==> src/rtl/period_generator_amisha_pkg.sv <==
// Shared definitions for the period generator.
// Contents: FSM state encoding (idle/high/low/done), default 1 ms prescale count,
//   and a helper that sizes counters so that a count of 1 still gets one bit.
package period_generator_amisha_pkg;

  typedef enum logic [1:0] {
    ST_IDLE = 2'b00,
    ST_HIGH = 2'b01,
    ST_LOW  = 2'b10,
    ST_DONE = 2'b11
  } state_e;

  // 50 MHz system clock -> 50000 cycles per millisecond
  localparam int DEF_CLK_MS_COUNT = 50000;

  function automatic int cnt_w(input int n);
    return (n <= 2) ? 1 : $clog2(n);
  endfunction

endpackage

==> src/rtl/period_generator_amisha_if.sv <==
// Request/status bundle of the period generator.
// Signals: start_amisha/stop_amisha requests, prd_amisha (ms) and n_amisha (period
//   count) arguments driven by the master; sq_out_amisha, ready_amisha,
//   done_tick_amisha and err_amisha returned by the generator (slave).
interface period_generator_amisha_if #(
  parameter int PRD_W = 10,
  parameter int N_W   = 4
);
  logic             start_amisha;
  logic             stop_amisha;
  logic [PRD_W-1:0] prd_amisha;
  logic [N_W-1:0]   n_amisha;
  logic             sq_out_amisha;
  logic             ready_amisha;
  logic             done_tick_amisha;
  logic             err_amisha;

  modport master (
    output start_amisha, stop_amisha, prd_amisha, n_amisha,
    input  sq_out_amisha, ready_amisha, done_tick_amisha, err_amisha
  );

  modport slave (
    input  start_amisha, stop_amisha, prd_amisha, n_amisha,
    output sq_out_amisha, ready_amisha, done_tick_amisha, err_amisha
  );
endinterface

==> src/rtl/period_generator_amisha_ms_tick_gen.sv <==
// Millisecond prescaler.
// Ports: clk_amisha / reset_amisha (async, active-low); clr synchronously returns the
//   prescaler to 0; en lets it count 0..CLK_MS_COUNT-1; ms_tick is high for the one
//   cycle the prescaler sits at its terminal value while enabled.
module period_generator_amisha_ms_tick_gen
  import period_generator_amisha_pkg::*;
#(
  parameter int CLK_MS_COUNT = DEF_CLK_MS_COUNT
) (
  input  logic clk_amisha,
  input  logic reset_amisha,
  input  logic clr,
  input  logic en,
  output logic ms_tick
);
  localparam int W = cnt_w(CLK_MS_COUNT);
  localparam logic [W-1:0] TERM = W'(CLK_MS_COUNT - 1);

  logic [W-1:0] presc_q, presc_d;

  always_comb begin
    presc_d = presc_q;
    if (clr)
      presc_d = '0;
    else if (en)
      presc_d = (presc_q == TERM) ? '0 : presc_q + W'(1);
  end

  always_ff @(posedge clk_amisha or negedge reset_amisha) begin
    if (!reset_amisha) presc_q <= '0;
    else               presc_q <= presc_d;
  end

  assign ms_tick = en && !clr && (presc_q == TERM);
endmodule

==> src/rtl/period_generator_amisha.sv <==
// Square-wave period generator (FSMD).
// Produces prd_amisha ms periods on sq_out_amisha, n_amisha times, after an accepted
// start. High half = floor(prd/2) ms, low half = the remainder, so odd periods have
// the longer low phase. stop_amisha aborts a run; prd<2 or n=0 is rejected with
// err_amisha. Ports: clk_amisha, reset_amisha (async, active-low), bus (slave modport).
module period_generator_amisha
  import period_generator_amisha_pkg::*;
#(
  parameter int CLK_MS_COUNT = DEF_CLK_MS_COUNT,
  parameter int PRD_W        = 10,
  parameter int N_W          = 4
) (
  input  logic                     clk_amisha,
  input  logic                     reset_amisha,
  period_generator_amisha_if.slave bus
);
  state_e           state_q, state_d;
  logic [PRD_W-1:0] prd_q, prd_d;
  logic [PRD_W-1:0] ms_cnt_q, ms_cnt_d;
  logic [N_W-1:0]   n_rem_q, n_rem_d;
  logic             sq_q, sq_d;
  logic             err_q, err_d;

  logic             ms_tick;
  logic             accept;
  logic             busy;
  logic [PRD_W-1:0] high_ms, low_ms, ms_nxt;

  assign accept  = (state_q == ST_IDLE) && bus.start_amisha;
  assign busy    = (state_q == ST_HIGH) || (state_q == ST_LOW);
  assign high_ms = prd_q >> 1;
  assign low_ms  = prd_q - high_ms;
  assign ms_nxt  = ms_cnt_q + PRD_W'(1);

  // Prescaler restarts on every accepted start so the first high phase is full length
  period_generator_amisha_ms_tick_gen #(.CLK_MS_COUNT(CLK_MS_COUNT)) u_tick (
    .clk_amisha   (clk_amisha),
    .reset_amisha (reset_amisha),
    .clr          (accept),
    .en           (busy),
    .ms_tick      (ms_tick)
  );

  always_comb begin
    state_d  = state_q;
    prd_d    = prd_q;
    ms_cnt_d = ms_cnt_q;
    n_rem_d  = n_rem_q;
    sq_d     = sq_q;
    err_d    = err_q;
    case (state_q)
      ST_IDLE: begin
        if (bus.start_amisha) begin
          prd_d    = bus.prd_amisha;
          n_rem_d  = bus.n_amisha;
          ms_cnt_d = '0;
          if ((bus.prd_amisha < PRD_W'(2)) || (bus.n_amisha == '0)) begin
            state_d = ST_DONE;
            err_d   = 1'b1;
          end else begin
            state_d = ST_HIGH;
            err_d   = 1'b0;
            sq_d    = 1'b1;
          end
        end
      end
      ST_HIGH: begin
        // abort takes priority over a coincident ms tick
        if (bus.stop_amisha) begin
          state_d  = ST_DONE;
          sq_d     = 1'b0;
          ms_cnt_d = '0;
        end else if (ms_tick) begin
          if (ms_nxt == high_ms) begin
            state_d  = ST_LOW;
            sq_d     = 1'b0;
            ms_cnt_d = '0;
          end else begin
            ms_cnt_d = ms_nxt;
          end
        end
      end
      ST_LOW: begin
        if (bus.stop_amisha) begin
          state_d  = ST_DONE;
          sq_d     = 1'b0;
          ms_cnt_d = '0;
        end else if (ms_tick) begin
          if (ms_nxt == low_ms) begin
            ms_cnt_d = '0;
            n_rem_d  = n_rem_q - N_W'(1);
            if (n_rem_q == N_W'(1)) begin
              state_d = ST_DONE;
            end else begin
              state_d = ST_HIGH;
              sq_d    = 1'b1;
            end
          end else begin
            ms_cnt_d = ms_nxt;
          end
        end
      end
      ST_DONE: state_d = ST_IDLE;
      default: state_d = ST_IDLE;
    endcase
  end

  always_ff @(posedge clk_amisha or negedge reset_amisha) begin
    if (!reset_amisha) begin
      state_q  <= ST_IDLE;
      prd_q    <= '0;
      ms_cnt_q <= '0;
      n_rem_q  <= '0;
      sq_q     <= 1'b0;
      err_q    <= 1'b0;
    end else begin
      state_q  <= state_d;
      prd_q    <= prd_d;
      ms_cnt_q <= ms_cnt_d;
      n_rem_q  <= n_rem_d;
      sq_q     <= sq_d;
      err_q    <= err_d;
    end
  end

  // Status outputs are decoded from flops only, never from inputs
  assign bus.sq_out_amisha    = sq_q;
  assign bus.ready_amisha     = (state_q == ST_IDLE);
  assign bus.done_tick_amisha = (state_q == ST_DONE);
  assign bus.err_amisha       = err_q;
endmodule
==> src/flat_wrapper.sv <==
// flat-port wrapper written by rule: the top's interface ports become plain ports
module period_generator_amisha_flat import period_generator_amisha_pkg::*;
#(
  parameter int CLK_MS_COUNT = DEF_CLK_MS_COUNT,
  parameter int PRD_W        = 10,
  parameter int N_W          = 4
)
  (clk_amisha, reset_amisha, bus_start_amisha, bus_stop_amisha, bus_prd_amisha, bus_n_amisha, bus_sq_out_amisha, bus_ready_amisha, bus_done_tick_amisha, bus_err_amisha);
  period_generator_amisha_if #(.PRD_W(PRD_W), .N_W(N_W)) bus_i ();
  input  logic clk_amisha;
  input  logic reset_amisha;
  input wire logic [$bits(bus_i.start_amisha)-1:0] bus_start_amisha;
  input wire logic [$bits(bus_i.stop_amisha)-1:0] bus_stop_amisha;
  input wire logic [$bits(bus_i.prd_amisha)-1:0] bus_prd_amisha;
  input wire logic [$bits(bus_i.n_amisha)-1:0] bus_n_amisha;
  output wire logic [$bits(bus_i.sq_out_amisha)-1:0] bus_sq_out_amisha;
  output wire logic [$bits(bus_i.ready_amisha)-1:0] bus_ready_amisha;
  output wire logic [$bits(bus_i.done_tick_amisha)-1:0] bus_done_tick_amisha;
  output wire logic [$bits(bus_i.err_amisha)-1:0] bus_err_amisha;
  assign bus_i.start_amisha = bus_start_amisha;
  assign bus_i.stop_amisha = bus_stop_amisha;
  assign bus_i.prd_amisha = bus_prd_amisha;
  assign bus_i.n_amisha = bus_n_amisha;
  assign bus_sq_out_amisha = bus_i.sq_out_amisha;
  assign bus_ready_amisha = bus_i.ready_amisha;
  assign bus_done_tick_amisha = bus_i.done_tick_amisha;
  assign bus_err_amisha = bus_i.err_amisha;
  period_generator_amisha #(.CLK_MS_COUNT(CLK_MS_COUNT), .PRD_W(PRD_W), .N_W(N_W)) u_core (.clk_amisha(clk_amisha), .reset_amisha(reset_amisha), .bus(bus_i));
endmodule
==> config.mk <==
export PLATFORM = sky130hd
export DESIGN_NAME = period_generator_amisha_flat
export DESIGN_NICKNAME = d
export VERILOG_FILES = /design/src/rtl/period_generator_amisha_pkg.sv /design/src/rtl/period_generator_amisha_if.sv /design/src/rtl/period_generator_amisha_ms_tick_gen.sv /design/src/rtl/period_generator_amisha.sv /design/src/flat_wrapper.sv
export SDC_FILE = /design/constraint.sdc
export NUM_CORES = 1
export LEC_CHECK = 0
export CAP_MARGIN = 20
export CORE_MARGIN = 2
export CORE_UTILIZATION = 35
export DETAILED_ROUTE_END_ITERATION = 8
export GPL_TIMING_DRIVEN = 0
export HOLD_SLACK_MARGIN = 0.12
export PLACE_DENSITY = 0.52
export REMOVE_ABC_BUFFERS = 1
export SYNTH_ARGS = -nofsm -noshare
export SYNTH_HDL_FRONTEND = slang
export SYNTH_HIERARCHICAL = 1
export SYNTH_SLANG_ARGS = --single-unit
==> constraint.sdc <==
create_clock -name clk_amisha -period 5.9 [get_ports clk_amisha]
set_clock_uncertainty 0.05 [all_clocks]
set_input_delay 1.18 -clock clk_amisha [delete_from_list [all_inputs] [get_ports clk_amisha]]
set_output_delay 1.18 -clock clk_amisha [all_outputs]
set_load 0.02 [all_outputs]
# Word level (Yosys, flattened, before mapping)
# Cells that the tools add are included.
# op_classes
add_sub_neg,4
magnitude_cmp,1
n_eq_ne,17
mux,37
reduce_logical,16
# op_table
op,n
2-to-1 mux 10 bit,7
2-to-1 mux 16 bit,3
one-hot mux 10 bit (3 select lines),1
2-to-1 mux 2 bit,9
"adder 16 x 1 -> 16 bit, second input constant",1
"equality test 16 bit, second input constant",1
2-to-1 mux 4 bit,4
"adder 10 x 1 -> 10 bit, second input constant",1
equality test 10 bit,1
equality test 10 x 9 -> 1 bit,1
"< comparator 10 x 2 -> 1 bit, second input constant",1
2-to-1 mux 1 bit,10
AND reduction 5 bit,2
subtractor 10 x 9 -> 10 bit,1
"!= test 3 bit, second input constant",3
"!= test 2 bit, second input constant",4
one-hot mux 2 bit (4 select lines),1
one-hot mux 4 bit (2 select lines),1
AND reduction 8 bit,1
"!= test 3 x 2 -> 1 bit, second input constant",2
"equality test 2 bit, second input constant",2
"equality test 4 x 1 -> 1 bit, second input constant",1
zero test 4 bit,1
AND reduction 4 bit,1
11 further kinds,15
# totals
reg_bits,44
inputBits,18
output_inout_bits,4
word_cells,82

# Depth between registers and ports, before layout
# Gate-level depths: netlist of the first run.
# logic_depth
ltp_word,8
ltp_mapped,13
depth_no_buf,12

# Hierarchy
# The synthesis of the first run kept the hierarchy.
# modules_own_cells
mod,n_inst,cells_each,area_per_inst_um2,seq_area_each_um2
period_generator_amisha,1,294,2508.7,700.7
period_generator_amisha_ms_tick_gen,1,103,977.2,400.4

# Worst setup path after synthesis of the first run
# OpenSTA, ideal clock, no wires.
# synth_timing
kind,input port to flip-flop
start,input bus_start_amisha
end,register u_core.ms_cnt_q[2]
setup_time_ns,0.087
arrival_ns,3.217
required_time_ns,5.763
setup_slack_ns,2.546
stages,10
n_path_buf,2
path_cell_list,nand2_1 inv_1 clkbuf_1 or2b_4 nor2_1 o31ai_1 or2_2 clkbuf_1 or3b_2 o211ai_1
# synth_between
elab_chain_cells,6
word_cells_on_any_way,8
cone_classes,3 x eq/ne; 5 x reduce/logical
# synth_rtl
item,line_no,source
start: declaration,flat_wrapper.sv:12,input wire logic [$bits(bus_i.start_amisha)-1:0] bus_start_amisha;
logical AND 1 bit (*),period_generator_amisha.sv:29,assign accept = (state_q == ST_IDLE) && bus.start_amisha;
named net u_core.accept,period_generator_amisha.sv:25,logic accept;
zero test 1 bit (*),period_generator_amisha_ms_tick_gen.sv:34,assign ms_tick = en && !clr && (presc_q == TERM);
logical AND 1 bit (*) (2 in a row),period_generator_amisha_ms_tick_gen.sv:34,
named net u_core.ms_tick,period_generator_amisha.sv:24,logic ms_tick;
!= test 3 x 2 -> 1 bit (no line),n/a,
AND reduction 4 bit (no line) (*),n/a,
end signal: assignment,period_generator_amisha.sv:119,ms_cnt_q <= ms_cnt_d;
end: declaration,period_generator_amisha.sv:19,"logic [PRD_W-1:0] ms_cnt_q, ms_cnt_d;"
# The timed path passes the listed nets; every way through them passes the cells marked *.
# A chain may end at the register's enable or synchronous reset.

# Worst setup path after layout of the first run
# layout_timing
start,input bus_start_amisha
end,register u_core.sq_q (netlist: u_core/bus.sq_out_amisha)
# layout_between
elab_chain_cells,6
word_cells_on_any_way,8
cone_classes,3 x eq/ne; 5 x reduce/logical
# layout_rtl
item,line_no,source
logical AND 1 bit (*),period_generator_amisha.sv:29,
zero test 1 bit (*),period_generator_amisha_ms_tick_gen.sv:34,
logical AND 1 bit (*) (2 in a row),period_generator_amisha_ms_tick_gen.sv:34,
named net u_core.ms_tick,period_generator_amisha.sv:24,
!= test 3 x 2 -> 1 bit (no line),n/a,
AND reduction 8 bit (no line) (*),n/a,
end signal: assignment,period_generator_amisha.sv:121,sq_q <= sq_d;
end: declaration,period_generator_amisha.sv:21,"logic sq_q, sq_d;"
# Marked as above.

==> key figures, run 1 <==
Worst setup path
  – Reg2reg end: u_core/bus.sq_out_amisha$_DFFE_PN0P_
  – Crit path from: bus_start_amisha
  – Crit path DAT: 4.23 ns
  – Max stage delay on crit path: 0.46 ns
  – Startpoint Class: input pin
  – Required @ worst endpoint: 6.09 ns
  – Worst-path maximum fanout: 25
  – FF-to-FF Start: u_core/state_q[0]$_DFFE_PN0P_
  – CP Capture Type: flop
  – CP top delay family: simple AND/OR/NAND/NOR gates
  – Setup Crit Path Kind: input pin to flop
  – Levels on crit path: 11
  – Buf/Inv on CP: 2
  – Cell at the slowest stage of the critical path: or2_2
  – Crit path to: u_core/bus.sq_out_amisha$_DFFE_PN0P_
  – Most used cell, CP: nand2_1
  – Critical-path cell list: clkdlybuf4s50_1, nand2_1, inv_1, or2b_4, nor2_1, o31ai_1, or2_2, a31oi_1, nand2_1, or3_1, a21oi_1
  – Worst r2r path cells: 12
  – Worst reg2reg setup slack: between 2 and 2.5 ns

Drt
  – Antenna Violating Nets Remaining: 0
  – Vias per cell: 5.33
  – Wl on met1: 4.09 mm
  – DRT iter0 DRCs: 147
  – Highest Signal Layer: met4
  – First-pass DRT Iterations: 4
  – Via Count: a little under 3000
  – # DRC: 0
  – WL final: 8.22 mm
  – Met2 Wirelength: 3.77 mm
  – Routed len/inst: 15.2 µm
  – Routed wl met3: between 150 and 200 µm

Yosys
  – Ys Warns: 6
  – Distinct cells, synth: 69
  – Top FF cell, synth: dfrtp_1
  – Synth async-reset ratio: 100%
  – Cells after Synth: 397
  – Post-Syn Area: 0.00349 mm²
  – Syn Area/Cell: 8.78 µm²
  – Yosys reg bits: 44
  – Number of synthesized flops with an enable pin: 0
  – Post-synthesis sequential area ratio: 31.6%

Timing
  – Fmax: 247 MHz
  – Period utilization: 68.5%
  – Worst-margin pin slew: 0.806 ns
  – Slew margin rel.: 46.3%
  – RSZ-0062 raised after global routing: no
  – Clock period minus final worst setup slack: 4.04 ns
  – Final setup TNS: 0 ns
  – # setup viols final: 0
  – Slew Viols, Final: 0
  – Fin. Hold Viols: 0

Clock tree
  – Cts hold-fix bufs: 0
  – CTS resizes: 0
  – Post-CTS Repair Setup Buffers: 0
  – Clock latency on the worst-skew pair: 0.31 ns
  – Clock transition at path regs: 0.09 ns
  – H-tree Lvls: 2
  – CTS Buf Count: 5
  – CTS Buffer Depth: 2
  – Clock sink count: 44
  – CTS root buf: clkbuf_8
  – CTS tree: yes

Global routing
  – Pin count of the biggest net entering global routing: 26
  – First-pass GRT wire length: 14.2 mm
  – Global route overflow: 0
  – Tot GR Track Use: approximately 16%
  – Vias in the first global route: 2933
  – Antenna violations before repair: 0

Finish
  – Net count, final: 444
  – Fillcell total: 997
  – Area Growth Syn to Fin: 10.1%
  – Diodes inserted: 0
  – Commonest non-fill, non-tap cell in the layout: nand2_1
  – Most frequent cells in the layout: nand2_1, dfrtp_1, o21ai_0, inv_1
  – Cell area after layout: 0.00384 mm²
  – Share of cells above drive strength 1: 7.35%

Placed design
  – Placer Congestion: 0.786
  – Hpwl dp: 6.03 mm
  – Placed Area: approximately 0.0037 mm²
  – I/O Buffers: 21

Floorplan
  – Core area: 0.00973 mm²
  – IO Pins: 22
  – Chip Width: 104 µm
  – Die H: between 100 and 150 µm
  – # rows: 36
  – Die Footprint: 0.0108 mm²
  – Initial Utilization: a little over a third

Flow run
  – Max-Cap Viols: 0

Pwr
  – VDD IR-drop max: 0.154 mV
  – Power per cell area: 475 mW/mm²
  – Final Power: 1.82 mW
  – Leak: around 1.6 nW

Worst hold path
  – Hold/Removal Path Class: flop to flop

Status
  – Status: finished clean
==> tightest hold or removal path, stage by stage, from the launching register on <==
cell     delay (ns)
dfrtp_1        0.38
inv_1          0.05
a21oi_1        0.05
==> metal layers <==
| layer | vias up | track usage (%) |
|---|---|---|
| met5 | - | 0 |
| met4 | 0 | 5.69 |
| met3 | 11 | 2.39 |
| met2 | 35 | 25.9 |
| met1 | 1373 | 21.6 |
| li1 | 1467 | - |
==> synth_stat cells, drive strengths merged, types with 3 or more instances <==
cell    instances  area (µm²)
or4             6        45.0
or2             3        18.8
nor2           16        60.1
a41oi           3        33.8
o211ai          8        60.1
xnor3           3        68.8
o21ai          24         120
and2            3        18.8
xor2           11        96.3
nand3          16        80.1
a31oi           8        50.1
buf            11        92.6
o31ai           3        22.5
o221ai          6        52.6
a21oi          16        80.1
ha             18         225
inv            23        86.3
xnor2          20         175
nor4            3        18.8
nand2          52         195
nor2b           4        25.0
clkbuf          8        40.0
a21o            4        30.0
or3             7        43.8
and3            6        38.8
nand2b          5        31.3
nor3b           3        22.5
dfrtp          44        1100
nor3           17        85.1
nand4           9        77.6
==> state kept, by name (all words and copies together), names as in the netlist <==
register                  count
u_core/bus.err_amisha         1
u_core/bus.sq_out_amisha      1
u_core/ms_cnt_q              10
u_core/n_rem_q                4
u_core/prd_q                 10
u_core/state_q                2
u_core/u_tick/presc_q        16
==> area by class of cell <==
type	instances	area [µm²]	area share (%)
multi-input combinational	311	2170	56.4
sequential	44	1100	28.7
timing repair buffer	22	225	5.87
tap	133	166	4.34
inverter	23	86.3	2.25
clock buffer	5	68.8	1.79
clock inverter	3	23.8	0.619
==> worst min-delay path by stage <==
stage / cells after the start / startpoint / to
2_1_floorplan: 1 / u_core/u_tick/presc_q[15]$_DFFE_PN0P_ / u_core/u_tick/presc_q[15]$_DFFE_PN0P_
3_3_place_gp: 1 / u_core/u_tick/presc_q[15]$_DFFE_PN0P_ / u_core/u_tick/presc_q[15]$_DFFE_PN0P_
3_5_place_dp: 1 / u_core/u_tick/presc_q[15]$_DFFE_PN0P_ / u_core/u_tick/presc_q[15]$_DFFE_PN0P_
4_1_cts: 1 / u_core/u_tick/presc_q[15]$_DFFE_PN0P_ / u_core/u_tick/presc_q[15]$_DFFE_PN0P_
5_1_grt: 1 / u_core/u_tick/presc_q[15]$_DFFE_PN0P_ / u_core/u_tick/presc_q[15]$_DFFE_PN0P_
6_report: 2 / u_core/bus.sq_out_amisha$_DFFE_PN0P_ / u_core/bus.sq_out_amisha$_DFFE_PN0P_
==> cell families (layout without fill, tap and decap cells) <==
logic type      after synthesis  after routing  share of synthesized area (%)
compound gates               93             93                           18.7
xor+xnor                     34             34                           9.76
fa+ha+maj                    19             19                           7.04
buf+inv                      42             53                           6.28
flops                        44             44                           31.6
mux                           3              3                          0.933
simple gates                162            162                           25.7
==> where the power goes <==
group          total [mW]  internal (mW)  switching [mW]
Sequential          0.454          0.376          0.0785
Combinational        1.17          0.505           0.663
Clock               0.203         0.0841           0.119
Total                1.82          0.965           0.860
==> metrics by stage <==
stage / hold WS, ns / utilization [%] / std cells / setup WS, ns
finish: 0.464 / 39.4 / 541 / 1.86
global route: 0.480 / 39.4 / 541 / 1.59
CTS: 0.465 / 39.4 / 541 / 1.88
detailed placement: 0.440 / 38.5 / 533 / 1.58
global placement: 0.429 / 38.3 / 532 / 1.55
floorplan: 0.415 / - / 378 / 2.57
Note: power is estimated with default switching activity, not from simulation.
==> run 2: changes to the inputs <==
- clock period: 5.9 -> 4.1 ns (I/O delays scaled with it)
==> results of run 2 <==
The final DEF is identical to that of run 1. Status: finished clean.
Among the figures that moved: setup slack after placement 1.58 ns -> 0.138 ns; clock-pin slew on the worst setup and hold paths 0.09 ns -> 0.10 ns; setup slack after layout 1.86 ns -> 0.418 ns; hold slack 0.464 ns -> 0.451 ns; register-to-register setup slack 2.36 ns -> 0.56 ns; total power 1.82 mW -> 2.63 mW; worst IR drop on VDD 0.154 mV -> 0.221 mV
